<file path="config.mk">
export PLATFORM = sky130hd
export DESIGN_NAME = prg_uploader
export DESIGN_NICKNAME = d
export VERILOG_FILES = /design/src/rtl/prg_uploader.sv
export SDC_FILE = /design/constraint.sdc
export NUM_CORES = 1
export LEC_CHECK = 0
export ABC_AREA = 1
export ABC_CLOCK_PERIOD_IN_PS = 6900
export CAP_MARGIN = 0
export CORE_ASPECT_RATIO = 0.75
export CORE_MARGIN = 1
export CORE_UTILIZATION = 54
export CTS_BUF_LIST = sky130_fd_sc_hd__clkbuf_8
export CTS_CLUSTER_DIAMETER = 80
export CTS_CLUSTER_SIZE = 25
export DETAILED_ROUTE_END_ITERATION = 6
export GPL_TIMING_DRIVEN = 0
export PLACE_DENSITY = 0.78
export SLEW_MARGIN = 25
export SYNTH_ARGS = -nofsm -noshare
export SYNTH_HDL_FRONTEND = slang
export SYNTH_SLANG_ARGS = --single-unit
</file>
<file path="constraint.sdc">
create_clock -name clk -period 6.9 [get_ports clk]
set_clock_uncertainty 0.15 [all_clocks]
set_input_delay 1.035 -clock clk [delete_from_list [all_inputs] [get_ports clk]]
set_output_delay 1.035 -clock clk [all_outputs]
set_load 0.05 [all_outputs]
</file>
<file path="src/rtl/prg_uploader.sv">
// prg_uploader
//   Reads the BASIC END pointer out of RAM, derives the program length and
//   streams the PRG bytes to the host through a valid/ready handshake. While
//   busy it owns the RAM port. The top level holds the CPU in reset during that time.
//
//   Optional feature macro: UPLOADER_HEADER_EN
//     defined     : the stream starts with a 2-byte length header (lo, hi)
//     not defined : only PRG bytes are sent, and out_idx starts at 0
//
// Ports
//   clk, reset      system clock, asynchronous active-high reset
//   ena             clock enable; nothing advances while low
//   start, abort    begin / cancel an upload (abort wins)
//   busy, done, err status: busy, 1-cycle completion pulse, sticky bad END ptr
//   length          computed program length in bytes
//   mem_rd/addr     RAM read strobe and address
//   mem_dout        RAM read data, valid one enabled cycle after mem_rd
//   out_*           byte stream: valid/ready, data, index within the stream
module prg_uploader #(
  parameter logic [24:0] PRG_START_ADDR = 25'h10995,
  parameter logic [24:0] PTR_PROGND     = 25'h103E9,
  parameter logic [15:0] PTR_END_BASE   = 16'h8995
) (
  input  logic        clk,
  input  logic        reset,
  input  logic        ena,
  input  logic        start,
  input  logic        abort,
  output logic        busy,
  output logic        done,
  output logic        err,
  output logic [15:0] length,
  output logic        mem_rd,
  output logic [24:0] mem_addr,
  input  logic [7:0]  mem_dout,
  output logic        out_valid,
  input  logic        out_ready,
  output logic [7:0]  out_data,
  output logic [15:0] out_idx
);

  typedef enum logic [3:0] {
    IDLE, PLO, PLOW, PHI, PHIW, CALC, RD, RDW, PRES, DONE
  } state_t;

`ifdef UPLOADER_HEADER_EN
  localparam logic [15:0] IDX_OFS = 16'd2;
  logic hdr_phase;  // PRES is presenting a header byte
  logic hdr_hi;     // the header byte being presented is the high byte
`else
  localparam logic [15:0] IDX_OFS = 16'd0;
`endif

  state_t      state;
  logic [15:0] end_ptr;
  logic [15:0] cnt;
  logic [15:0] cnt_inc;
  logic [15:0] diff;
  logic        under_base;
  logic [15:0] len_calc;

  always_comb begin
    cnt_inc    = cnt + 16'd1;
    diff       = end_ptr - PTR_END_BASE;
    under_base = end_ptr < PTR_END_BASE;
    len_calc   = under_base ? '0 : diff;
  end

  always_ff @(posedge clk or posedge reset) begin
    if (reset) begin
      state     <= IDLE;
      busy      <= 1'b0;
      done      <= 1'b0;
      err       <= 1'b0;
      length    <= '0;
      mem_rd    <= 1'b0;
      mem_addr  <= '0;
      out_valid <= 1'b0;
      out_data  <= '0;
      out_idx   <= '0;
      end_ptr   <= '0;
      cnt       <= '0;
`ifdef UPLOADER_HEADER_EN
      hdr_phase <= 1'b0;
      hdr_hi    <= 1'b0;
`endif
    end else if (ena) begin
      if (abort && state != IDLE) begin
        state     <= IDLE;
        busy      <= 1'b0;
        done      <= 1'b0;
        mem_rd    <= 1'b0;
        out_valid <= 1'b0;
`ifdef UPLOADER_HEADER_EN
        hdr_phase <= 1'b0;
`endif
      end else begin
        case (state)
          IDLE: begin
            done <= 1'b0;
            if (start && !abort) begin
              state    <= PLO;
              busy     <= 1'b1;
              err      <= 1'b0;
              length   <= '0;
              cnt      <= '0;
              mem_rd   <= 1'b1;
              mem_addr <= PTR_PROGND;
            end
          end
          PLO: begin
            mem_rd <= 1'b0;
            state  <= PLOW;
          end
          PLOW: begin
            end_ptr[7:0] <= mem_dout;
            mem_rd       <= 1'b1;
            mem_addr     <= PTR_PROGND + 25'd1;
            state        <= PHI;
          end
          PHI: begin
            mem_rd <= 1'b0;
            state  <= PHIW;
          end
          PHIW: begin
            end_ptr[15:8] <= mem_dout;
            state         <= CALC;
          end
          CALC: begin
            err    <= under_base;
            length <= len_calc;
`ifdef UPLOADER_HEADER_EN
            out_data  <= len_calc[7:0];
            out_idx   <= '0;
            out_valid <= 1'b1;
            hdr_phase <= 1'b1;
            hdr_hi    <= 1'b0;
            state     <= PRES;
`else
            if (len_calc == '0) begin
              done  <= 1'b1;
              state <= DONE;
            end else begin
              mem_rd   <= 1'b1;
              mem_addr <= PRG_START_ADDR + {9'd0, cnt};
              state    <= RD;
            end
`endif
          end
          RD: begin
            mem_rd <= 1'b0;
            state  <= RDW;
          end
          RDW: begin
            out_data  <= mem_dout;
            out_idx   <= cnt + IDX_OFS;
            out_valid <= 1'b1;
            state     <= PRES;
          end
          PRES: begin
            if (out_ready) begin
              out_valid <= 1'b0;
`ifdef UPLOADER_HEADER_EN
              if (hdr_phase) begin
                if (!hdr_hi) begin
                  out_data  <= length[15:8];
                  out_idx   <= 16'd1;
                  out_valid <= 1'b1;
                  hdr_hi    <= 1'b1;
                end else begin
                  hdr_phase <= 1'b0;
                  if (length == '0) begin
                    done  <= 1'b1;
                    state <= DONE;
                  end else begin
                    mem_rd   <= 1'b1;
                    mem_addr <= PRG_START_ADDR + {9'd0, cnt};
                    state    <= RD;
                  end
                end
              end else
`endif
              begin
                cnt <= cnt_inc;
                if (cnt_inc == length) begin
                  done  <= 1'b1;
                  state <= DONE;
                end else begin
                  mem_rd   <= 1'b1;
                  mem_addr <= PRG_START_ADDR + {9'd0, cnt_inc};
                  state    <= RD;
                end
              end
            end
          end
          DONE: begin
            done  <= 1'b0;
            busy  <= 1'b0;
            state <= IDLE;
          end
          default: state <= IDLE;
        endcase
      end
    end
  end

endmodule

</file>
Yosys cells after proc, flatten, opt, wreduce, memory -nomap -nowiden
Cells that the tools add are included.
{"block": "classes", "muxes": 34, "magnitude_cmp": 1, "n_reduce_logical": 26, "n_addsub": 4, "n_bitwise": 1, "eq_ne": 20}
{"op": "two-way mux 25 bit", "n": 4}
{"op": "case mux 25 bit (4 select lines)", "n": 1}
{"op": "case mux 16 bit (2 select lines)", "n": 2}
{"op": "two-way mux 16 bit", "n": 3}
{"op": "adder 17 x 16 -> 18 bit, first input constant", "n": 2}
{"op": "case mux 4 bit (9 select lines)", "n": 1}
{"op": "two-way mux 4 bit", "n": 5}
{"op": "!= test 3 bit, second input constant", "n": 6}
{"op": "AND reduction 3 bit", "n": 6}
{"op": "adder 16 x 1 -> 16 bit, second input constant", "n": 1}
{"op": "== test 16 bit", "n": 1}
{"op": "== test 4 x 3 -> 1 bit, second input constant", "n": 4}
{"op": "logical NOT 16 bit", "n": 1}
{"op": "< comparator 16 bit, second input constant", "n": 1}
{"op": "subtractor 16 bit, second input constant", "n": 1}
{"op": "two-way mux 1 bit", "n": 13}
{"op": "nonzero test 4 bit", "n": 3}
{"op": "AND reduction 5 bit", "n": 2}
{"op": "== test 4 x 2 -> 1 bit, second input constant", "n": 2}
{"op": "== test 4 bit, second input constant", "n": 2}
{"op": "!= test 2 bit, second input constant", "n": 4}
{"op": "AND reduction 7 bit", "n": 1}
{"op": "case mux 1 bit (2 select lines)", "n": 3}
{"op": "AND reduction 6 bit", "n": 1}
{"op": "13 further kinds", "n": 16}
{"block": "word_totals", "register_bits": 106, "out_inout_bits": 70, "inputBits": 14, "elab_cells": 99}

Logic depth before layout (Yosys ltp)
{"block": "depth", "word_depth": 6, "ltp_mapped": 20, "depth_no_buf": 19}

Worst setup path before layout
No wires, ideal clock.
{"block": "synth_path", "path_type": "reg2reg", "start": "register state[1]", "end": "register mem_addr[14]", "n_path_buf": 2, "stages_incl_launch_ff": 21, "setup_time_ns": 0.077, "synth_period_minus_slack_ns": 2.708, "setup_slack_ns": 4.192, "t_arrival_ns": 2.481, "path_cell_list": "dfrtp_1 inv_1 nand2_2 nor2_4 buf_2 buf_2 ha_1 inv_1 ha_1 inv_1 nand3_1 nand2_1 nand2_1 nand3_1 nand3_2 nand2_1 nand2_1 nand2_1 nand2_1 nand3_1 o21ai_1"}
{"block": "synth_via", "elab_chain_len": 4, "word_cells_on_any_way": 14, "cone_classes": "7 x eq/ne; 1 x mux; 1 x bitwise; 5 x reduce/logical"}
{"item": "from (decl)", "line_no": "54", "text": "state_t state;"}
{"item": "from (signal assigned)", "line_no": "71", "text": "state <= IDLE;"}
{"item": "from (signal assigned)", "line_no": "89", "text": "state <= IDLE;"}
{"item": "from (signal assigned)", "line_no": "102", "text": "state <= PLO;"}
{"item": "branches (longest 4 deep; another with AND reduction 7 bit)"}
{"item": "to (signal assigned)", "line_no": "118", "text": "mem_addr <= PTR_PROGND + 25'd1;"}
{"item": "to (signal assigned)", "line_no": "145", "text": "mem_addr <= PRG_START_ADDR + {9'd0, cnt};"}
{"item": "to (signal assigned)", "line_no": "190", "text": "mem_addr <= PRG_START_ADDR + {9'd0, cnt_inc};"}
{"item": "to (decl)", "line_no": "34", "text": "output logic [24:0] mem_addr,"}
Several ways; the timed one is not identified.
A chain may end at the register's enable or synchronous reset.

Worst setup path after layout
{"block": "layout_path", "start": "register state[1]", "end": "register mem_addr[16]"}
The elaborated chain is that of the path after synthesis.

==> flow_summary.toml <==
[global_route]
overflow = 0
grt_pass1_wl_um = 28300
grt_antenna_before_repair = 0
grt_pass1_vias = 5565
grt_max_degree = 66
grtUsageTotal = 0.308

[sta]
worst_pin_slew_ns = 0.597
fin_crit_sh = 0.495
holdWs_ns = 0.334
slew_violations = 0
finalSetupTns_ns = 0
max_freq_mhz = 293
post-route-min-period_ns = 3.42
hold_viol_final = 0
setup_viol = 0
slew-limit-headroom = 0.600
setup_ws_ns = 3.48
rsz0062_at_grt = "false"

[logic_synthesis]
ys_seq_area_frac = 0.392
netlist.area_leader.share = 0.392
synth_common_cells = "284 x nand2_1, 99 x dfrtp_1, 99 x inv_1, 88 x nand3_1, 72 x nor2_1"
synth_area_mm2 = 0.00632
synth-edff-count = 0
ys_ff_latch = 99
synthTopCellsByArea = "dfrtp_1 39%, nand2_1 17%, nand3_1 7.0%"
yosys_warnings = 0
synth_most_common_cell = "nand2_1"
async_reset_ff_frac = 1.00
synth_cells = 903
yosysTopAreaCell = "dfrtp_1"
ys_types = 43
synth_ff_type = "dfrtp_1"
syn_avg_cell_area_um2 = 7.00

[setup_path]
worstPathArrival_ns = 3.55
cp.required_ns = 7.03
start_kind = "flip-flop"
crit_type = "flip-flop to flip-flop"
crit_path_end_kind = "flip-flop"
crit_fanout = 10
r2r_end = "mem_addr[16]"
rr_worst_depth = 19
r2r_slack_ns = 3.48
rr_startpoint = "state[1]"

[cts]
h-tree-depth = 3
cts_tree = "built"
clock_latency_ns = 0.38
hold_buffers = 0
cts_post_setup_buffers_inserted = 0
cts.path.max_buffers = 2
cts_resized = 0
clk_pin_slew_worst_paths_ns = 0.10
cts_buffers = 9
root_buffer = "clkbuf_8"
cts_num_sinks = 99

[routing]
viasPerCell = 5.53
drc = 0
drt_wl_total_um = 17600
num_vias = 6314
avgRoutedWirePerCell_um = 15.4
dr.pass1.iters = 5
dr.first_iter.drc_count = 673
ant_nets = 0

[hold_path]
hold_start = "done"
hold_class = "flip-flop to flip-flop"
min_to = "done"
whs_path_depth = 2

[power_and_ir_drop]
p_per_area_mw_per_mm2 = 347
vdd_drop_max_mv = 0.257
leakagePower_nw = 3.63

[die]
core_mm2 = 0.0111
start_util = 0.567
ios = 84
row_count = 33
dieArea_mm2 = 0.0121
die_w_um = 127
die_h_um = 95.7

[placement]
dpl.hpwl_um = 13800
pre_cts_slack_ns = 3.58
dp_cells = 1126
io_buffers = 76
gp_congestion = 0.944

[cells_and_area]
num_antenna_cells = 0
syn_to_final_growth_pct = 18.9
n_fill_cell = 1015
nets = 1015
drive_gt1_frac = 0.127
stdcell_count = 1142

[outcome]
status = "finished, final reports clean"

[job]
timing.max_cap.violations = 0
-- layout by cell type, fill, tap and decap left out, types with 2 or more instances in the layout --
master           netlist  final
a21oi_1               16     16
buf_12                 2      2
buf_2                  8      8
buf_4                 11     11
clkbuf_1               6      6
clkbuf_8               0      9
clkdlybuf4s50_1        0     76
clkinv_1               2      2
conb_1                 1      7
dfrtp_1               99     99
ha_1                   4      4
inv_1                 99     98
inv_2                 12     12
inv_6                  0      4
nand2_1              284    284
nand2_2               29     29
nand3_1               88     88
nand3_2                6      6
nand4_1               12     12
nor2_1                72     72
nor2_2                11     11
nor2_4                 6      6
nor3_1                 5      5
o21ai_0               58     58
o21ai_1               19     19
o21ai_2               15     15
o22ai_1               14     14
o31ai_1                2      2
o32ai_1                3      3
or2_2                  2      2
xor2_1                 2      2
-- report_power, final --
group / internal [mW] / total (mW) / switching (mW)
sequential: 0.704 / 0.831 / 0.127
combinational: 0.436 / 1.37 / 0.934
clock: 0.174 / 0.402 / 0.229
total: 1.31 / 2.60 / 1.29
-- cell families (layout without fill, tap and decap cells) --
| group | after synthesis | count (layout) | share of synthesized area |
|---|---|---|---|
| XOR/XNOR | 4 | 4 | 0.00772 |
| adder cells (fa/ha/maj) | 4 | 4 | 0.00792 |
| buffers and inverters | 143 | 236 | 0.101 |
| AO/OA/AOI/OAI | 130 | 130 | 0.118 |
| flip-flops | 99 | 99 | 0.392 |
| other | 1 | 7 | 0.000593 |
| AND/OR/NAND/NOR | 522 | 522 | 0.372 |
-- layout make-up --
type / count / area (µm²) / area share
Inverter: 113 / 429 / 0.0571
Clock buffer: 9 / 124 / 0.0165
Timing Repair Buffer: 77 / 788 / 0.105
Buffer: 30 / 216 / 0.0288
Multi-Input combinational cell: 667 / 3220 / 0.429
Clock inverter: 7 / 80.1 / 0.0107
Sequential cell: 99 / 2480 / 0.330
Tap cell: 140 / 175 / 0.0233
-- state kept, by name, indices dropped and copies added, names as in the netlist --
signal and flops:
end_ptr 16, out_data 8, out_idx 16, err 1
out_valid 1, mem_rd 1, length 16, busy 1
state 4, done 1, cnt 16, mem_addr 18
-- stage by stage --
step | util | area (µm²) | power [mW]
finish | 0.674 | 7510 | 2.60
global route | 0.674 | 7510 | 2.76
CTS | 0.674 | 7510 | 2.59
detailed placement | 0.656 | 7310 | 2.19
global placement | 0.653 | 7280 | 2.18
floorplan | - | 6340 | 1.80
-- worst max-delay path, cell delays in order (launching register included) --
cell,delay (ns)
dfrtp_1,0.44
inv_1,0.14
nand2_2,0.10
nor2_4,0.22
buf_2,0.30
buf_2,0.32
ha_1,0.31
inv_1,0.09
ha_1,0.14
inv_1,0.04
nand3_1,0.10
nand2_1,0.07
nand2_1,0.10
nand3_1,0.15
nand3_2,0.12
nand2_1,0.08
nand2_1,0.14
nand4_1,0.15
nand2_1,0.11
nand2_1,0.05
-- worst max path at each step --
stage,start,end,slack (ns),cells after the start
finish,state[1],mem_addr[16],3.48,19
detailed placement,state[2],mem_addr[14],3.58,20
floorplan,reset,busy,3.12,1
global placement,reset,state[0],1.59,2
CTS,state[1],mem_addr[14],3.54,20
global route,state[1],mem_addr[14],3.13,20
-- per-layer routing --
layer	part of all wire	wire length, µm	track usage	vias to the layer above
met5	0	0	0	-
li1	-	-	-	3073
met4	0.0076	134	0.0645	0
met2	0.40	7070	0.441	294
met1	0.48	8520	0.469	2934
met3	0.11	1860	0.0739	13
Power figures use the tool's default switching activity.
